[src/rtl/mem_access_pkg.sv]
// Shared encodings for the MEM-stage data-memory initiator.
package mem_access_pkg;

    localparam logic [2:0] OP_LW  = 3'd0;
    localparam logic [2:0] OP_LH  = 3'd1;
    localparam logic [2:0] OP_LHU = 3'd2;
    localparam logic [2:0] OP_LB  = 3'd3;
    localparam logic [2:0] OP_LBU = 3'd4;
    localparam logic [2:0] OP_SW  = 3'd5;
    localparam logic [2:0] OP_SH  = 3'd6;
    localparam logic [2:0] OP_SB  = 3'd7;

    typedef enum logic [1:0] {
        S_IDLE,
        S_ISSUE,
        S_WAIT,
        S_DONE
    } state_e;

    function automatic logic is_store(input logic [2:0] op);
        return op == OP_SW || op == OP_SH || op == OP_SB;
    endfunction

    function automatic logic is_word(input logic [2:0] op);
        return op == OP_LW || op == OP_SW;
    endfunction

    function automatic logic is_half(input logic [2:0] op);
        return op == OP_LH || op == OP_LHU || op == OP_SH;
    endfunction

    function automatic logic is_byte(input logic [2:0] op);
        return op == OP_LB || op == OP_LBU || op == OP_SB;
    endfunction

endpackage

[src/rtl/mem_access_unit_load_extend.sv]
// Selects the addressed lane of a read word and sign/zero-extends it.
module load_extend
    import mem_access_pkg::*;
(
    input  logic [31:0] word_i,
    input  logic [1:0]  off_i,
    input  logic [2:0]  op_i,
    output logic [31:0] data_o
);

    logic [15:0] half;
    logic [7:0]  b8;

    always_comb begin
        half   = off_i[1] ? word_i[31:16] : word_i[15:0];
        b8     = 8'(word_i >> {off_i, 3'b000});
        data_o = word_i;
        case (op_i)
            OP_LH:   data_o = {{16{half[15]}}, half};
            OP_LHU:  data_o = {16'd0, half};
            OP_LB:   data_o = {{24{b8[7]}}, b8};
            OP_LBU:  data_o = {24'd0, b8};
            default: data_o = word_i;
        endcase
    end

endmodule

[src/rtl/mem_access_unit.sv]
// MEM-stage initiator: turns load/store ops into req/gnt + rvalid
// transactions, stalls the pipeline and flags address and bus errors.
module mem_access_unit
    import mem_access_pkg::*;
#(
    parameter int ADDR_W  = 10,
    parameter int TIMEOUT = 255
) (
    input  logic              Clk,
    input  logic              Reset,
    input  logic              MemValid,
    input  logic [2:0]        MemOp,
    input  logic [31:0]       ALUOutM,
    input  logic [31:0]       WriteDataM,
    output logic              StallM,
    output logic [31:0]       LoadData,
    output logic              LoadValid,
    output logic              AdErr,
    output logic              BusErr,
    output logic              MemReq,
    output logic              MemWe,
    output logic [ADDR_W-1:0] MemAddr,
    output logic [3:0]        MemBe,
    output logic [31:0]       MemWData,
    input  logic              MemGnt,
    input  logic              MemRValid,
    input  logic [31:0]       MemRData
);

    localparam int CNT_W = $clog2(TIMEOUT + 1);
    localparam logic [CNT_W-1:0] TO_CNT = CNT_W'(TIMEOUT);

    state_e             state_q;
    logic [CNT_W-1:0]   cnt_q;
    logic [2:0]         op_q;
    logic [1:0]         off_q;
    logic               req_q;
    logic               we_q;
    logic [ADDR_W-1:0]  addr_q;
    logic [3:0]         be_q;
    logic [31:0]        wdata_q;
    logic               ldv_q;
    logic [31:0]        ldata_q;
    logic               buserr_q;

    logic [CNT_W-1:0]   cnt_d;
    logic [3:0]         be_d;
    logic [31:0]        wdata_d;
    logic [31:0]        ext;
    logic               misalign;
    logic               range_err;
    logic               legal;
    logic               idle;
    logic               expired;

    assign misalign  = (is_half(MemOp) && ALUOutM[0]) ||
                       (is_word(MemOp) && ALUOutM[1:0] != 2'b00);
    assign range_err = (ALUOutM >> (ADDR_W + 2)) != 32'd0;
    assign legal     = !misalign && !range_err;
    assign idle      = state_q == S_IDLE;
    assign cnt_d     = cnt_q + CNT_W'(1);
    assign expired   = cnt_d == TO_CNT;

    always_comb begin
        be_d    = 4'b1111;
        wdata_d = WriteDataM;
        if (is_half(MemOp)) begin
            be_d    = ALUOutM[1] ? 4'b1100 : 4'b0011;
            wdata_d = {2{WriteDataM[15:0]}};
        end else if (is_byte(MemOp)) begin
            be_d    = 4'b0001 << ALUOutM[1:0];
            wdata_d = {4{WriteDataM[7:0]}};
        end
    end

    load_extend u_ext (
        .word_i (MemRData),
        .off_i  (off_q),
        .op_i   (op_q),
        .data_o (ext)
    );

    always_ff @(posedge Clk) begin
        if (Reset) begin
            state_q  <= S_IDLE;
            cnt_q    <= '0;
            op_q     <= '0;
            off_q    <= '0;
            req_q    <= 1'b0;
            we_q     <= 1'b0;
            addr_q   <= '0;
            be_q     <= '0;
            wdata_q  <= '0;
            ldv_q    <= 1'b0;
            ldata_q  <= '0;
            buserr_q <= 1'b0;
        end else begin
            ldv_q    <= 1'b0;
            ldata_q  <= '0;
            buserr_q <= 1'b0;
            unique case (state_q)
                S_IDLE: begin
                    if (MemValid && legal) begin
                        state_q <= S_ISSUE;
                        cnt_q   <= '0;
                        op_q    <= MemOp;
                        off_q   <= ALUOutM[1:0];
                        req_q   <= 1'b1;
                        we_q    <= is_store(MemOp);
                        addr_q  <= ALUOutM[ADDR_W+1:2];
                        be_q    <= be_d;
                        wdata_q <= wdata_d;
                    end
                end
                S_ISSUE: begin
                    cnt_q <= cnt_d;
                    if (MemGnt) begin
                        req_q <= 1'b0;
                        if (we_q) begin
                            state_q <= S_DONE;
                        end else if (MemRValid) begin
                            state_q <= S_DONE;
                            ldv_q   <= 1'b1;
                            ldata_q <= ext;
                        end else begin
                            state_q <= S_WAIT;
                        end
                    end else if (expired) begin
                        req_q    <= 1'b0;
                        buserr_q <= 1'b1;
                        state_q  <= S_IDLE;
                    end
                end
                S_WAIT: begin
                    cnt_q <= cnt_d;
                    if (MemRValid) begin
                        state_q <= S_DONE;
                        ldv_q   <= 1'b1;
                        ldata_q <= ext;
                    end else if (expired) begin
                        buserr_q <= 1'b1;
                        state_q  <= S_IDLE;
                    end
                end
                S_DONE: begin
                    state_q <= S_IDLE;
                end
            endcase
        end
    end

    // Address errors are reported in the op's own cycle without stalling.
    assign AdErr     = idle && MemValid && !legal;
    assign StallM    = (idle && MemValid && legal) ||
                       state_q == S_ISSUE || state_q == S_WAIT;
    assign MemReq    = req_q;
    assign MemWe     = we_q;
    assign MemAddr   = addr_q;
    assign MemBe     = be_q;
    assign MemWData  = wdata_q;
    assign LoadValid = ldv_q;
    assign LoadData  = ldata_q;
    assign BusErr    = buserr_q;

endmodule
[config.mk]
export PLATFORM = sky130hd
export DESIGN_NAME = mem_access_unit
export DESIGN_NICKNAME = d
export VERILOG_FILES = /design/src/rtl/mem_access_pkg.sv /design/src/rtl/mem_access_unit_load_extend.sv /design/src/rtl/mem_access_unit.sv
export SDC_FILE = /design/constraint.sdc
export NUM_CORES = 1
export LEC_CHECK = 0
export BUFFER_PORTS_ARGS = -buffer_cell sky130_fd_sc_hd__buf_2
export CORE_AREA = 2 2 112 114
export CTS_CLUSTER_DIAMETER = 30
export DETAILED_ROUTE_END_ITERATION = 6
export DIE_AREA = 0 0 114 116
export GPL_TIMING_DRIVEN = 1
export PLACE_DENSITY = 0.68
export SKIP_CTS_REPAIR_TIMING = 1
export SYNTH_ARGS = -nofsm -noshare
export SYNTH_HDL_FRONTEND = slang
export SYNTH_SLANG_ARGS = --single-unit
[constraint.sdc]
create_clock -name Clk -period 2.2 [get_ports Clk]
set_input_delay 0.11 -clock Clk [delete_from_list [all_inputs] [get_ports Clk]]
set_output_delay 0.11 -clock Clk [all_outputs]
set_load 0.01 [all_outputs]
# Word-level counts from Yosys, hierarchy flattened
# Cells that the tools add are included.
[word_totals]
regBits = 97
output_inout_bits = 84
input_bits = 104
elab_cells = 94
[op_classes]
n_shift = 2
muxes = 32
n_addsub = 1
eq_ne = 17
n_reduce_logical = 30
[ops]
columns = ["op", "n"]
rows = [
  ["$mux W32", 5],
  ["$pmux W32 S4", 1],
  ["$pmux W32 S2", 1],
  ["$reduce_bool A32 Y1", 1],
  ["$shr A32 B5 Y8", 1],
  ["$mux W16", 1],
  ["$pmux W8 S2", 1],
  ["$eq A3 B3 Y1 const B", 5],
  ["$eq A3 B2 Y1 const B", 4],
  ["$mux W4", 3],
  ["$mux W1", 11],
  ["$logic_or A1 B1 Y1", 10],
  ["$add A8 B1 Y8 const B", 1],
  ["$eq A8 B8 Y1 const B", 1],
  ["$mux W2", 4],
  ["$mux W8", 1],
  ["$pmux W2 S4", 1],
  ["$logic_and A1 B1 Y1", 7],
  ["$eq A3 B1 Y1 const B", 2],
  ["$pmux W1 S2", 3],
  ["$reduce_bool A2 Y1", 3],
  ["$eq A2 B2 Y1 const B", 2],
  ["$reduce_and A2 Y1", 2],
  ["$shl A1 B2 Y4 const A", 1],
  ["8 further kinds", 10],
]

# Longest topological paths before layout
[depth]
word_depth = 10
mapped_depth = 10

# Hierarchy
# Synthesis repeated with hierarchy kept, for this count alone.
[hier_totals]
cells_unflattened = 579
area_unflattened_um2 = 4903.5
[modules_own_cells]
columns = ["module", "cells_per_inst", "seq_area_each_um2", "n_inst", "area_each_um2"]
rows = [
  ["mem_access_unit", 459, 1941.9, 1, 4060.1],
  ["load_extend", 120, 0.0, 1, 843.3],
]

# Least setup slack after synthesis
# OpenSTA, ideal clock, no wires.
[synth_timing]
path_type = "register -> register"
start = "reg state_q[1]"
end = "reg ldata_q[22] (netlist: LoadData[22])"
n_path_buf = 2
setup_time_ns = 0.115
stages_incl_launch_ff = 11
setup_slack_ns = 0.205
arrival_time_ns = 1.881
path_cell_list = "dfxtp_1 inv_1 ha_1 clkbuf_1 nand2_1 nor2_1 o211ai_2 clkinv_1 o221a_2 buf_4 o21a_1"
[synth_via]
elab_chain_cells = 2
elab_cells_between_ends = 3
cone_classes = "eq/ne: 2; mux: 1"
[synth_lines]
columns = ["element", "line", "text"]
rows = [
  ["start: declaration", "mem_access_unit.sv:33", "state_e state_q;"],
  ["start signal: assignment", "mem_access_unit.sv:85", "state_q <= S_IDLE;"],
  ["start signal: assignment", "mem_access_unit.sv:104", "state_q <= S_ISSUE;"],
  ["start signal: assignment", "mem_access_unit.sv:120", "state_q <= S_DONE;"],
  ["$eq A2 B2 Y1 / $eq A2 B1 Y1 (equally long branches)", "mem_access_unit.sv:101", "unique case (state_q)"],
  ["$pmux W32 S2 *", "mem_access_unit.sv:101", ""],
  ["end signal: assignment", "mem_access_unit.sv:124", "ldata_q <= ext;"],
  ["end signal: assignment", "mem_access_unit.sv:139", "ldata_q <= ext;"],
  ["end: declaration", "mem_access_unit.sv:43", "logic [31:0] ldata_q;"],
]
# Every way passes the cells marked *; elsewhere a longest branch is shown, timed or not.
# A chain may end at the register's enable or synchronous reset.

# Worst setup path after layout
[layout_timing]
start = "reg op_q[0]"
end = "reg ldata_q[4] (netlist: LoadData[4])"
[layout_via]
elab_chain_cells = 6
elab_cells_between_ends = 9
cone_classes = "eq/ne: 4; mux: 5"
[layout_lines]
columns = ["element", "line", "text"]
rows = [
  ["start: declaration", "mem_access_unit.sv:35", "logic [2:0] op_q;"],
  ["start signal: assignment", "mem_access_unit.sv:106", "op_q <= MemOp;"],
  ["$eq A3 B3 Y1 (tied with other cells)", "mem_access_unit_load_extend.sv:18", "case (op_i)"],
  ["$pmux W32 S4 *", "mem_access_unit_load_extend.sv:18", ""],
  ["$mux W32 *", "mem_access_unit.sv:121, mem_access_unit.sv:136", ""],
  ["$mux W32", "mem_access_unit.sv:119", "if (we_q) begin"],
  ["$mux W32", "mem_access_unit.sv:117", "if (MemGnt) begin"],
  ["$pmux W32 S2 *", "mem_access_unit.sv:101", ""],
]
# Marks and branches as above.

==> impl_results.md <==
- Outcome: finished with violations
- Failing checks: hold timing
- Critical Path RT: 2460 ps
- Initial DRC count: 277
- Post-DP HPWL: 10,500 microns
- Sequential area share after synthesis: 40.4%
- Power per Cell Area: 640 nW/um^2
- Area of the core: 11,900 sq um
- Die area: 13,200 sq um
- Final setup margin: 272 ps
- Fmax: 0.519 GHz
- Total global routing track utilization: 21.3%
- GRT overflow: 0
- CP Launch Type: register
- Global placement routability congestion: 0.860
- Setup TNS: 0 ps
- Critical Path Source: op_q[0]$_SDFFE_PP0P_
- Ys Warns: 0
- Worst-margin pin slew: 750 ps
- Std-Cell Rows: 40
- Final period utilization: 87.7%
- #FFs+latches synth: 97
- Peak VDD IR: 0.309 mV
- Detailed Route WL: 14,100 microns
- Fin nets: 826
- First-pass GRT wire length: 22,400 microns
- Largest family of logic cells by synthesized area: compound AO/OA/AOI/OAI gates
- Pins over their slew limit: 0
- Largest area contributor in the netlist: dfxtp_1
- Vias per cell: 5.45
- RSZ-0062 raised after global routing: no
- Die height: 116 microns
- IO Pins: 188
- Antenna Nets Post-Route: 0
- EDFF count, synth: 0
- Vias in the first global route: 4,576
- Worst reg2reg path startpoint: op_q[0]$_SDFFE_PP0P_
- Worst hold margin: -7.58 ps
- DP Worst Slack: 216 ps
- Inst Count DP: 847
- CP max FO: 11
- Num CTS Buffers: 9
- Data arrival time of the worst path: 2180 ps
- Synth Area in Adders: 1.56%
- Largest net degree at the start of global routing: 49
- CTS tree: yes
- Average size of a mapped cell: 8.93 sq um
- Final setup viols: 0
- CTS Root Cell: clkbuf_16
- Leak: 2.69 nW
- Num Clock Sinks: 97
- Synth async-reset ratio: 0%
- Commonest cells in the synthesized netlist: dfxtp_1, nand2_1, nor2_1
- Port bufs: 187
- Max Cap Violations: 0
- Synth cell types: 61
- Most frequent cell after synthesis: dfxtp_1
- Endpoints failing hold: 1
- Worst-Skew Late Latency: 350 ps
- Cells after Synth: 538
- H-tree levels: 3
- Capturing element type of the critical path: register
- Post-Route Utilization: 52.4%
- Register clock-pin slew on the reported worst setup and hold paths: 70 ps
- Vias: 4,732
- Simple-gate portion of the synthesized area: 16.3%
- Non-Filler Instances: 868
- Area growth, synth to finish: 29.8%
- Initial antenna violation count: 1
- Clock tree buffer depth: 2
- Min-Delay Path Class: primary input to register
- Ranking of synthesized cells by area: dfxtp_1, mux2i_1, nand2_1
- Relative slew slack: 49.9%
- Mapped cell area: 4810 sq um
- WL/cell: 16.3 microns
- DRC viols: 0
- Area fraction of the dominant cell type after synthesis: 40.4%
- Hold Startpoint: MemRData[21]
- Compound-gate portion of the synthesized area: 26.8%
- Effective utilization at floorplan: 40.3%
- Syn nets: 648
- Worst Setup Path Type: register to register
- Diodes inserted: 0
- Synth Area in XOR/XNOR: 0.729%
- Post-synthesis mux area share: 7.13%
- Ratio of cells with drive above 1 in the final layout: 36.1%
- Final min period: 1930 ps
- Clock Skew: 5.62 ps
- Ys flop type: dfxtp_1
- DR pass1 iterations: 7
- Die Wd: 114 microns
state kept, by name, summed over array words and instances, names as in the netlist:
register and count:
BusErr 1, LoadData 32, LoadValid 1, MemAddr 10
MemBe 4, MemReq 1, MemWData 32, MemWe 1
cnt_q 8, off_q 2, op_q 3, state_q 2
final cells by class:
type	count	area, sq um
sequential	97	1940
multi-input combinational	374	2530
tap	147	184
clock buffer	11	243
clock inverter	5	103
inverter	22	82.6
timing repair buffer	212	1150
fill	1130	5680
stage by stage:
step | power, mW | cell area (sq um)
final | 3.99 | 6240
after global routing | 4.14 | 6240
after CTS | 4.01 | 6190
after detailed placement | 2.19 | 5840
after global placement | 2.19 | 5840
after floorplan | 2.01 | 4810
path summary, 6_finish.rpt:
kind / to / slack (ps) / cells after the start
worst max-delay path: LoadData[4]$_SDFF_PP0_ / 270 / 5
worst min-delay path: LoadData[21]$_SDFF_PP0_ / -8 / 2
worst max register to register: LoadData[4]$_SDFF_PP0_ / 270 / 5
worst min register to register: MemAddr[0]$_SDFFE_PP0P_ / 450 / 2
cells by family after synthesis:
group	after synthesis
simple gates	171
compound gates	160
flops	97
buf+inv	67
mux	33
fa+ha+maj	6
xor+xnor	4
where the power goes:
group / total, mW / internal, mW / switching (mW)
Sequential: 1.76 / 1.76 / 0.00265
Combinational: 0.404 / 0.181 / 0.223
Clock: 1.83 / 1.14 / 0.687
metal layers:
layer / up-vias / track usage, % / routed length [microns]
met5: - / 0 / 0
met1: 2230 / 25.7 / 6070
met2: 189 / 35.6 / 6630
met3: 21 / 5.65 / 1120
li1: 2292 / - / -
met4: 0 / 9.67 / 321
worst max-delay path, stage by stage, from the launching register on:
cell and delay (ps):
dfxtp_1 400, or3b_4 450, a21boi_4 340, nand2_1 110
a32o_1 280, a211oi_1 250
cell usage in the layout, fill, tap and decap left out, drive strengths merged, types with 5 or more instances in the layout:
cell         synthesis  routed
o221a                9       9
a32o                 7       7
a22o                 8       8
nor2                46      46
inv                 21      21
a2bb2oi              8       8
nor3                 6       6
nand2               73      73
o21a                16      16
clkbuf              20      11
dlygate4sd3          0       5
a211oi              27      27
dfxtp               97      97
mux2i               32      32
buf                 25     207
nand2b               7       7
o21ai               10      10
a221oi               7       7
nand3               10      10
ha                   6       6
a21oi               39      39
Note: power is estimated with default switching activity, not from simulation.
